## src/rtl/mmm_pkg.sv

```systemverilog
// -----------------------------------------------------------------------------
// mmm_pkg
//   Shared definitions for the radix-2 Montgomery multiplier:
//   - default operand / modulus width
//   - FSM state encodings and the state enum used by mmm_ctrl
// -----------------------------------------------------------------------------
package mmm_pkg;

  localparam int MMM_WIDTH_DEFAULT = 10;

  localparam logic [1:0] ST_IDLE = 2'd0;
  localparam logic [1:0] ST_CALC = 2'd1;
  localparam logic [1:0] ST_CORR = 2'd2;
  localparam logic [1:0] ST_FIN  = 2'd3;

  typedef enum logic [1:0] {
    S_IDLE = ST_IDLE,
    S_CALC = ST_CALC,
    S_CORR = ST_CORR,
    S_FIN  = ST_FIN
  } mmm_state_e;

endpackage

```

## src/rtl/mmm_ctrl.sv

```systemverilog
// -----------------------------------------------------------------------------
// mmm_ctrl
//   Sequencer and iteration counter for the Montgomery multiplier.
//
//   state  | meaning
//   -------+-----------------------------------------------------------
//   IDLE   | waiting for start; result registers hold the last answer
//   CALC   | one radix-2 step per enabled edge, WIDTH steps in total
//   CORR   | final conditional subtraction of M
//   FIN    | done pulse; also reached directly when M is even
//
// Ports
//   clk, rstb    clock, synchronous active-low reset
//   en           global enable, 0 freezes every register
//   start        request, only honoured in IDLE
//   m_odd        bit 0 of the incoming modulus
//   accept       IDLE accepts a request this edge
//   calc_step    datapath performs one iteration this edge
//   corr_step    datapath registers the corrected result this edge
//   busy, done   status outputs
// -----------------------------------------------------------------------------
module mmm_ctrl
  import mmm_pkg::*;
#(
  parameter int WIDTH = MMM_WIDTH_DEFAULT
) (
  input  logic clk,
  input  logic rstb,
  input  logic en,
  input  logic start,
  input  logic m_odd,
  output logic accept,
  output logic calc_step,
  output logic corr_step,
  output logic busy,
  output logic done
);

  localparam int               CNT_W    = $clog2(WIDTH);
  localparam logic [CNT_W-1:0] CNT_LAST = CNT_W'(WIDTH - 1);

  mmm_state_e       state_q;
  mmm_state_e       state_d;
  logic [CNT_W-1:0] cnt_q;
  logic             err_hold_q;
  logic             cnt_wrap;

  assign cnt_wrap  = (cnt_q == CNT_LAST);
  assign accept    = en && start && (state_q == S_IDLE);
  assign calc_step = en && (state_q == S_CALC);
  assign corr_step = en && (state_q == S_CORR);
  assign busy      = (state_q == S_CALC) || (state_q == S_CORR);
  // A rejected (even) modulus lands in FIN straight from IDLE; err_hold_q
  // keeps done low for that first FIN cycle so the error is announced one
  // cycle after the accepting edge.
  assign done      = (state_q == S_FIN) && !err_hold_q;

  always_comb begin
    state_d = state_q;
    unique case (state_q)
      S_IDLE:  if (start) state_d = m_odd ? S_CALC : S_FIN;
      S_CALC:  if (cnt_wrap) state_d = S_CORR;
      S_CORR:  state_d = S_FIN;
      S_FIN:   if (!err_hold_q) state_d = S_IDLE;
      default: state_d = S_IDLE;
    endcase
  end

  always_ff @(posedge clk) begin
    if (!rstb) begin
      state_q    <= S_IDLE;
      cnt_q      <= '0;
      err_hold_q <= 1'b0;
    end else if (en) begin
      state_q    <= state_d;
      err_hold_q <= accept && !m_odd;
      if (accept) begin
        cnt_q <= '0;
      end else if (state_q == S_CALC) begin
        cnt_q <= cnt_wrap ? '0 : cnt_q + 1'b1;
      end
    end
  end

endmodule

```

## src/rtl/mmm_unit_param.sv

```systemverilog
// -----------------------------------------------------------------------------
// mmm_unit_param
//   Radix-2 Montgomery modular multiplier: r_out = A*B*2^-WIDTH mod M.
//   Bits of A are consumed LSB first, one per CALC cycle; a final
//   conditional subtraction brings the accumulator below M.
//
// Ports
//   clk, rstb             clock, synchronous active-low reset
//   en                    global enable, 0 freezes all state
//   start                 request a multiplication (IDLE only)
//   a_in, b_in, m_in      operands and modulus, sampled on accept
//   r_out                 registered result, valid from done to next accept
//   busy                  high in CALC and CORR
//   done                  one-cycle completion pulse
//   err                   set when an even modulus was rejected
// -----------------------------------------------------------------------------
module mmm_unit_param
  import mmm_pkg::*;
#(
  parameter int WIDTH = MMM_WIDTH_DEFAULT
) (
  input  logic             clk,
  input  logic             rstb,
  input  logic             en,
  input  logic             start,
  input  logic [WIDTH-1:0] a_in,
  input  logic [WIDTH-1:0] b_in,
  input  logic [WIDTH-1:0] m_in,
  output logic [WIDTH-1:0] r_out,
  output logic             busy,
  output logic             done,
  output logic             err
);

  localparam int AW = WIDTH + 2;

  logic             accept;
  logic             calc_step;
  logic             corr_step;

  logic [WIDTH-1:0] a_sh;
  logic [WIDTH-1:0] b_q;
  logic [WIDTH-1:0] m_q;
  logic [WIDTH:0]   mb_q;
  logic [AW-1:0]    acc_q;
  logic [WIDTH-1:0] r_q;
  logic             err_q;

  logic             a_bit;
  logic             q_bit;
  logic [AW-1:0]    sel_add;
  logic [AW:0]      acc_sum;
  logic [AW-1:0]    acc_next;
  logic [AW-1:0]    m_ext;
  logic [WIDTH-1:0] corr_res;

  mmm_ctrl #(
    .WIDTH (WIDTH)
  ) u_ctrl (
    .clk       (clk),
    .rstb      (rstb),
    .en        (en),
    .start     (start),
    .m_odd     (m_in[0]),
    .accept    (accept),
    .calc_step (calc_step),
    .corr_step (corr_step),
    .busy      (busy),
    .done      (done)
  );

  // A is shifted right each step, so the current bit is always a_sh[0].
  assign a_bit = a_sh[0];
  assign q_bit = acc_q[0] ^ (a_bit & b_q[0]);

  always_comb begin
    sel_add = '0;
    unique case ({a_bit, q_bit})
      2'b00:   sel_add = '0;
      2'b10:   sel_add = {2'b00, b_q};
      2'b01:   sel_add = {2'b00, m_q};
      default: sel_add = {1'b0, mb_q};
    endcase
  end

  // One extra bit on the sum so nothing is lost before the halving.
  assign acc_sum  = {1'b0, acc_q} + {1'b0, sel_add};
  assign acc_next = AW'(acc_sum >> 1);

  // The accumulator stays below 2M, so the low WIDTH bits of the
  // difference are the full corrected result.
  assign m_ext    = {2'b00, m_q};
  assign corr_res = (acc_q >= m_ext) ? (acc_q[WIDTH-1:0] - m_q) : acc_q[WIDTH-1:0];

  always_ff @(posedge clk) begin
    if (!rstb) begin
      a_sh  <= '0;
      b_q   <= '0;
      m_q   <= '0;
      mb_q  <= '0;
      acc_q <= '0;
      r_q   <= '0;
      err_q <= 1'b0;
    end else if (accept) begin
      a_sh  <= a_in;
      b_q   <= b_in;
      m_q   <= m_in;
      mb_q  <= {1'b0, b_in} + {1'b0, m_in};
      acc_q <= '0;
      err_q <= ~m_in[0];
      if (!m_in[0]) begin
        r_q <= '0;
      end
    end else if (calc_step) begin
      acc_q <= acc_next;
      a_sh  <= a_sh >> 1;
    end else if (corr_step) begin
      r_q <= corr_res;
    end
  end

  assign r_out = r_q;
  assign err   = err_q;

endmodule

```

## config.mk

```make
export PLATFORM = sky130hd
export DESIGN_NAME = mmm_unit_param
export DESIGN_NICKNAME = d
export VERILOG_FILES = /design/src/rtl/mmm_pkg.sv /design/src/rtl/mmm_ctrl.sv /design/src/rtl/mmm_unit_param.sv
export SDC_FILE = /design/constraint.sdc
export NUM_CORES = 1
export LEC_CHECK = 0
export CAP_MARGIN = 25
export CORE_MARGIN = 4
export CORE_UTILIZATION = 45
export CTS_CLUSTER_SIZE = 25
export DETAILED_ROUTE_END_ITERATION = 16
export GPL_TIMING_DRIVEN = 0
export PLACE_DENSITY = 0.74
export RECOVER_POWER = 25
export SYNTH_ARGS = -nofsm -noshare
export SYNTH_HDL_FRONTEND = slang
export SYNTH_SLANG_ARGS = --single-unit
```

## constraint.sdc

```tcl
create_clock -name clk -period 2.6 [get_ports clk]
set_input_delay 0.39 -clock clk [delete_from_list [all_inputs] [get_ports clk]]
set_output_delay 0.39 -clock clk [all_outputs]
set_load 0.02 [all_outputs]
```

==> flow_metrics.tcl, run 1 <==
set metrics [dict create \
    status "finished with violations" \
    violations "setup timing" \
    yosysWarnings 0 \
    hold_ws_ns 0.386 \
    utilization 0.596 \
    critical_path.top_delay_family "compound AO/OA/AOI/OAI gates" \
    synth_top_area_cell "dfxtp_1" \
    syn_area_sq_mm 0.00454 \
    hold_class "primary input to register" \
    cts_tree "yes" \
    power_w 0.00285 \
    use_met1 0.257 \
    dieArea_sq_mm 0.0118 \
    synth-seq-cells 71 \
    final_nets 705 \
    dp_slack_ns -0.542 \
    clkLatencyLatePin_ns 0.36 \
    grt_start_max_net_pins 14 \
    crit_path_top_delay_cell "dfxtp_4" \
    cp.arrival_ns 3.13 \
    vias 4335 \
    wl_um 12300 \
    synthCells 551 \
    core_area_sq_mm 0.00982 \
    busiest_layer "met2" \
    die_h_um 108 \
    async_reset_ff_frac 0 \
    grtUsageTotal 0.205 \
    end_kind "register" \
    rsz0062_at_grt "true" \
    leakagePower_nw 2.39 \
    rows 36 \
    grt_pass1_wl_um 19200 \
    power.density_mw_per_mm2 487 \
    cp.required_ns 2.89 \
    critical_path.max_fanout 8 \
    period_minus_slack_ns 2.84 \
    avgSynthCellArea_sq_um 8.24 \
    finalClockSkew_ns 0.0106 \
    critical_path_class "register to register" \
    cp_cell_sequence "xnor2_4 > buf_12 > mux2_4 > a22o_1 > ha_4 > a21o_1 > a22o_1 > o41ai_4 > nand4_1 > mux2_4 > o211ai_2" \
    fin_crit_sh 1.09 \
    avgRoutedWirePerCell_um 15.9 \
    postLayoutSetupSlackWorst_ns -0.235 \
    ant_nets 0 \
    max_stage_delay_ns 0.37 \
    cts_max_path_buffers 2 \
    holdBufCountCts 0 \
    setup_violations 6 \
    root_buffer "clkbuf_8" \
    drive_above_1_share 0.165 \
    r2r_slack_ns -0.24 \
    max_cap_viol_count 0 \
    area_delta_synth_final_pct 28.9 \
    antenna_cells 0 \
    synth-seq-area-share 0.313 \
    fill_cells 907 \
    first_pass_iters 4 \
    start_util 0.462 \
    drtIter0Drc 229 \
    portBuffers 45 \
    synth_area_leaders "dfxtp_1 (31%), ha_1 (10%), nand2_1 (8.0%), a21boi_0 (3.8%), nand3_1 (3.0%)" \
    grt_util_met2 0.359 \
    hold_violations 0 \
    gr-usage-met3 0.0269 \
    ys_types 70 \
    grt-ovfl-total 0 \
    synth_common_cells "nand2_1 (97), dfxtp_1 (71), ha_1 (37)" \
    path_buf_inv 1 \
    synth_ff_type "dfxtp_1" \
    peakVddDrop_mv 0.203 \
    numCtsBuffers 9 \
    start_kind "register" \
    synth_top_area_share 0.313 \
    place_congestion 0.848 \
    antenna_found_initial 0 \
    fmax_mhz 353 \
    synth.most_common_cell "nand2_1" \
    drc 0 \
    first_global_vias 4076 \
    relSlewSlack 0.533 \
    die_x_um 108 \
    hpwl_um 8870 \
    clock-sinks 71 \
    io_pins 47 \
    ctsHtreeMaxLevel 3 \
    synth-edff-count 0 \
    tightest_slew_ns 0.698 \
    clk_pin_slew_ns 0.08 \
    viasPerCell 5.64 \
    postSynthNetCount 625 \
    drv_slew 0 \
]
==> state kept, by name, indices dropped and copies added, names as in the netlist <==
signal             count
acc_q                 12
u_ctrl.cnt_q           4
a_sh                  10
m_q                   10
err                    1
u_ctrl.state_q         2
mb_q                  11
b_q                   10
u_ctrl.err_hold_q      1
r_out                 10
==> cell families after synthesis <==
logic type               Yosys count  synth area share
AO/OA/AOI/OAI                    140             0.228
XOR/XNOR                          16            0.0325
adder cells (fa/ha/maj)           40             0.115
buffers and inverters             48            0.0411
flip-flops                        71             0.313
multiplexers                      20            0.0471
AND/OR/NAND/NOR                  216             0.223
==> cells in the final DEF (no fill, tap or decap), drive strengths merged, types with 8 or more instances in the layout <==
cell,count
a21boi,23
a21oi,25
nand3,27
clkbuf,30
mux2i,9
a22o,10
dlygate4sd3,11
nor3,11
inv,25
nand2,98
dfxtp,71
clkdlybuf4s50,33
a211oi,8
o21ai,24
o211a,12
nor2,33
buf,28
xnor2,9
nor2b,9
ha,37
mux2,11
==> timing repair <==
| item | CTS | global route |
|---|---|---|
| pin swaps | 24 | 26 |
| gates resized for setup | 24 | 39 |
| gates cloned | 0 | 1 |
| setup endpoints to repair | 10 | 20 |
| setup buffers | 14 | 9 |
==> routing by layer <==
layer	routed length (um)	part of all wire
met3	612	0.050
met1	5390	0.44
met5	0	0
met2	6040	0.49
met4	204	0.017
==> cell type report <==
type / count / area [sq um] / area share
Sequential cell: 71 / 1430 / 0.244
Clock inverter: 7 / 47.5 / 0.00812
Clock buffer: 9 / 124 / 0.0212
Timing Repair Buffer: 69 / 649 / 0.111
Multi-Input combinational cell: 432 / 3240 / 0.554
Buffer: 25 / 104 / 0.0177
Inverter: 23 / 91.3 / 0.0156
Tap cell: 133 / 166 / 0.0284
==> final timing paths <==
check / startpoint / endpoint / cells after the start
max reg2reg: b_q[0]$_SDFFE_PN0P_ / acc_q[10]$_SDFFE_PP0P_ / 11
max: b_q[0]$_SDFFE_PN0P_ / acc_q[10]$_SDFFE_PP0P_ / 11
min: rstb / mb_q[10]$_SDFFE_PN0P_ / 2
min reg2reg: r_out[4]$_SDFFE_PN0P_ / r_out[4]$_SDFFE_PN0P_ / 2
==> where the power goes <==
group	internal (W)	total [W]	switching [W]
clock	0.000347	0.000814	0.000467
combinational	0.000397	0.000841	0.000444
sequential	0.00115	0.00119	0.0000456
total	0.00189	0.00285	0.000956
==> through the flow <==
stage                     TNS, ns  cell area, sq um  std cells
final                      -0.930              5850        769
after global routing        -1.72              5850        769
after CTS                  -0.718              5630        759
after detailed placement    -2.86              5240        729
after global placement      -2.17              5240        729
after floorplan            -0.113              4620        551
No activity file was read; power rests on OpenSTA's default activity.
==> run 2: changes to the inputs <==
--- a/config.mk
+++ b/config.mk
@@ -7,11 +7,11 @@
 export LEC_CHECK = 0
 export CAP_MARGIN = 25
 export CORE_MARGIN = 4
-export CORE_UTILIZATION = 45
+export CORE_UTILIZATION = 29
 export CTS_CLUSTER_SIZE = 25
 export DETAILED_ROUTE_END_ITERATION = 16
 export GPL_TIMING_DRIVEN = 0
-export PLACE_DENSITY = 0.74
+export PLACE_DENSITY = 0.54
 export RECOVER_POWER = 25
 export SYNTH_ARGS = -nofsm -noshare
 export SYNTH_HDL_FRONTEND = slang
==> flow_metrics.tcl, run 2 (same netlist as run 1, synthesis figures left out) <==
set metrics [dict create \
    tightest_slew_ns 0.715 \
    root_buffer "clkbuf_16" \
    hold_violations 0 \
    end_kind "register" \
    start_kind "register" \
    dp_slack_ns -0.563 \
    drv_slew 0 \
    clkLatencyLatePin_ns 0.34 \
    grtUsageTotal 0.146 \
    hold_class "primary input to register" \
    reg.largest.list "acc_q x12, mb_q x11" \
    power.density_mw_per_mm2 564 \
    ant_nets 0 \
    wl_um 12300 \
    die_x_um 133 \
    fmax_mhz 361 \
    antenna_found_initial 0 \
    cp.arrival_ns 3.00 \
    tns_ns -0.872 \
    grt-ovfl-total 0 \
    drc 0 \
    numCtsBuffers 9 \
    regMostFlops "acc_q" \
    clk_pin_slew_ns 0.06 \
    leakagePower_nw 2.37 \
    layout_commonest_cell "nand2_1" \
    ctsHtreeMaxLevel 3 \
    hold_ws_ns 0.420 \
    violations "setup timing" \
    power_w 0.00332 \
    clock-sinks 71 \
    dieArea_sq_mm 0.0177 \
    area_delta_synth_final_pct 29.7 \
    critical_path.max_fanout 6 \
    place_congestion 0.864 \
    critical_path_class "register to register" \
    core_area_sq_mm 0.0153 \
    drtIter0Drc 212 \
    final_cells 833 \
    rsz0062_at_grt "true" \
    first_pass_iters 4 \
    peakVddDrop_mv 0.323 \
    relSlewSlack 0.521 \
    portBuffers 45 \
    finalClockSkew_ns 0.00537 \
    io_pins 47 \
    most-common-layout-cells "nand2_1 (97), dfxtp_1 (69), clkdlybuf4s50_1 (33)" \
    cp.required_ns 2.83 \
    vias 4078 \
    grt_pass1_wl_um 21000 \
    die_h_um 133 \
    max_cap_viol_count 0 \
    hpwl_um 9720 \
    period_minus_slack_ns 2.77 \
    rows 45 \
    start_util 0.298 \
    avgRoutedWirePerCell_um 14.8 \
    holdBufCountCts 0 \
    grt_start_max_net_pins 13 \
    cts_tree "yes" \
    status "finished with violations" \
    postLayoutSetupSlackWorst_ns -0.174 \
    dpl.cell_count 807 \
    fin_crit_sh 1.07 \
    drive_above_1_share 0.127 \
    cts_max_path_buffers 2 \
    viasPerCell 4.90 \
    first_global_vias 4123 \
    final_nets 691 \
    setup_violations 7 \
    largest_register_ffs 12 \
    antenna_cells 0 \
]
[run 2: power breakdown]
group	total, W	leakage (nW)	switching [W]	internal, W
Combinational	0.000766	1.63	0.000415	0.000351
Sequential	0.00120	0.578	0.0000485	0.00115
Clock	0.00135	0.156	0.000489	0.000866
Total	0.00332	2.37	0.000952	0.00237
[run 2: final cells by class]
cell class                      count  area [sq um]
Tap cell                          211           264
Clock inverter                      5          81.3
Timing Repair Buffer               55           537
Inverter                           23          90.1
Buffer                             25           100
Sequential cell                    71          1430
Multi-Input combinational cell    432          3150
Fill cell                        1549          9370
Clock buffer                       11           243
[run 2: path summary, 6_finish.rpt]
| check | startpoint | endpoint | slack, ns | depth (start not counted) |
|---|---|---|---|---|
| hold reg to reg | r_out[3]$_SDFFE_PN0P_ | r_out[3]$_SDFFE_PN0P_ | 0.44 | 2 |
| hold / removal | rstb | mb_q[10]$_SDFFE_PN0P_ | 0.42 | 2 |
| setup / recovery | acc_q[0]$_SDFFE_PP0P_ | acc_q[9]$_SDFFE_PP0P_ | -0.17 | 10 |
| setup reg to reg | acc_q[0]$_SDFFE_PP0P_ | acc_q[9]$_SDFFE_PP0P_ | -0.17 | 10 |
[run 2: what timing repair did]
| action | in CTS | in global routing |
|---|---|---|
| buffers inserted | 8 | 2 |
| pin swaps | 12 | 5 |
| resized for setup | 19 | 15 |
| endpoints found under the hold margin | 0 | 0 |
| gates cloned | 0 | 0 |
| endpoints found under the setup margin | 18 | 20 |
[run 2: critical path, cell delays in order (launching register included)]
cell	delay, ns
dfxtp_4	0.38
xnor2_4	0.23
buf_12	0.15
mux2_2	0.33
a22o_1	0.19
ha_2	0.19
or3_4	0.38
nor3_4	0.23
o31ai_4	0.09
nor4b_2	0.16
a311o_1	0.32
[run 2: through the flow]
step	util	area (sq um)
2_1_floorplan	-	4620
3_3_place_gp	0.350	5340
3_5_place_dp	0.350	5340
4_1_cts	0.381	5810
5_1_grt	0.386	5890
6_report	0.386	5890
[run 2: routing by layer]
metal,wire (um),track usage,up-vias
li1,-,-,2105
met2,5920,0.249,54
met5,0,0,-
met1,5800,0.187,1909
met4,169,0.0463,0
met3,435,0.0283,10
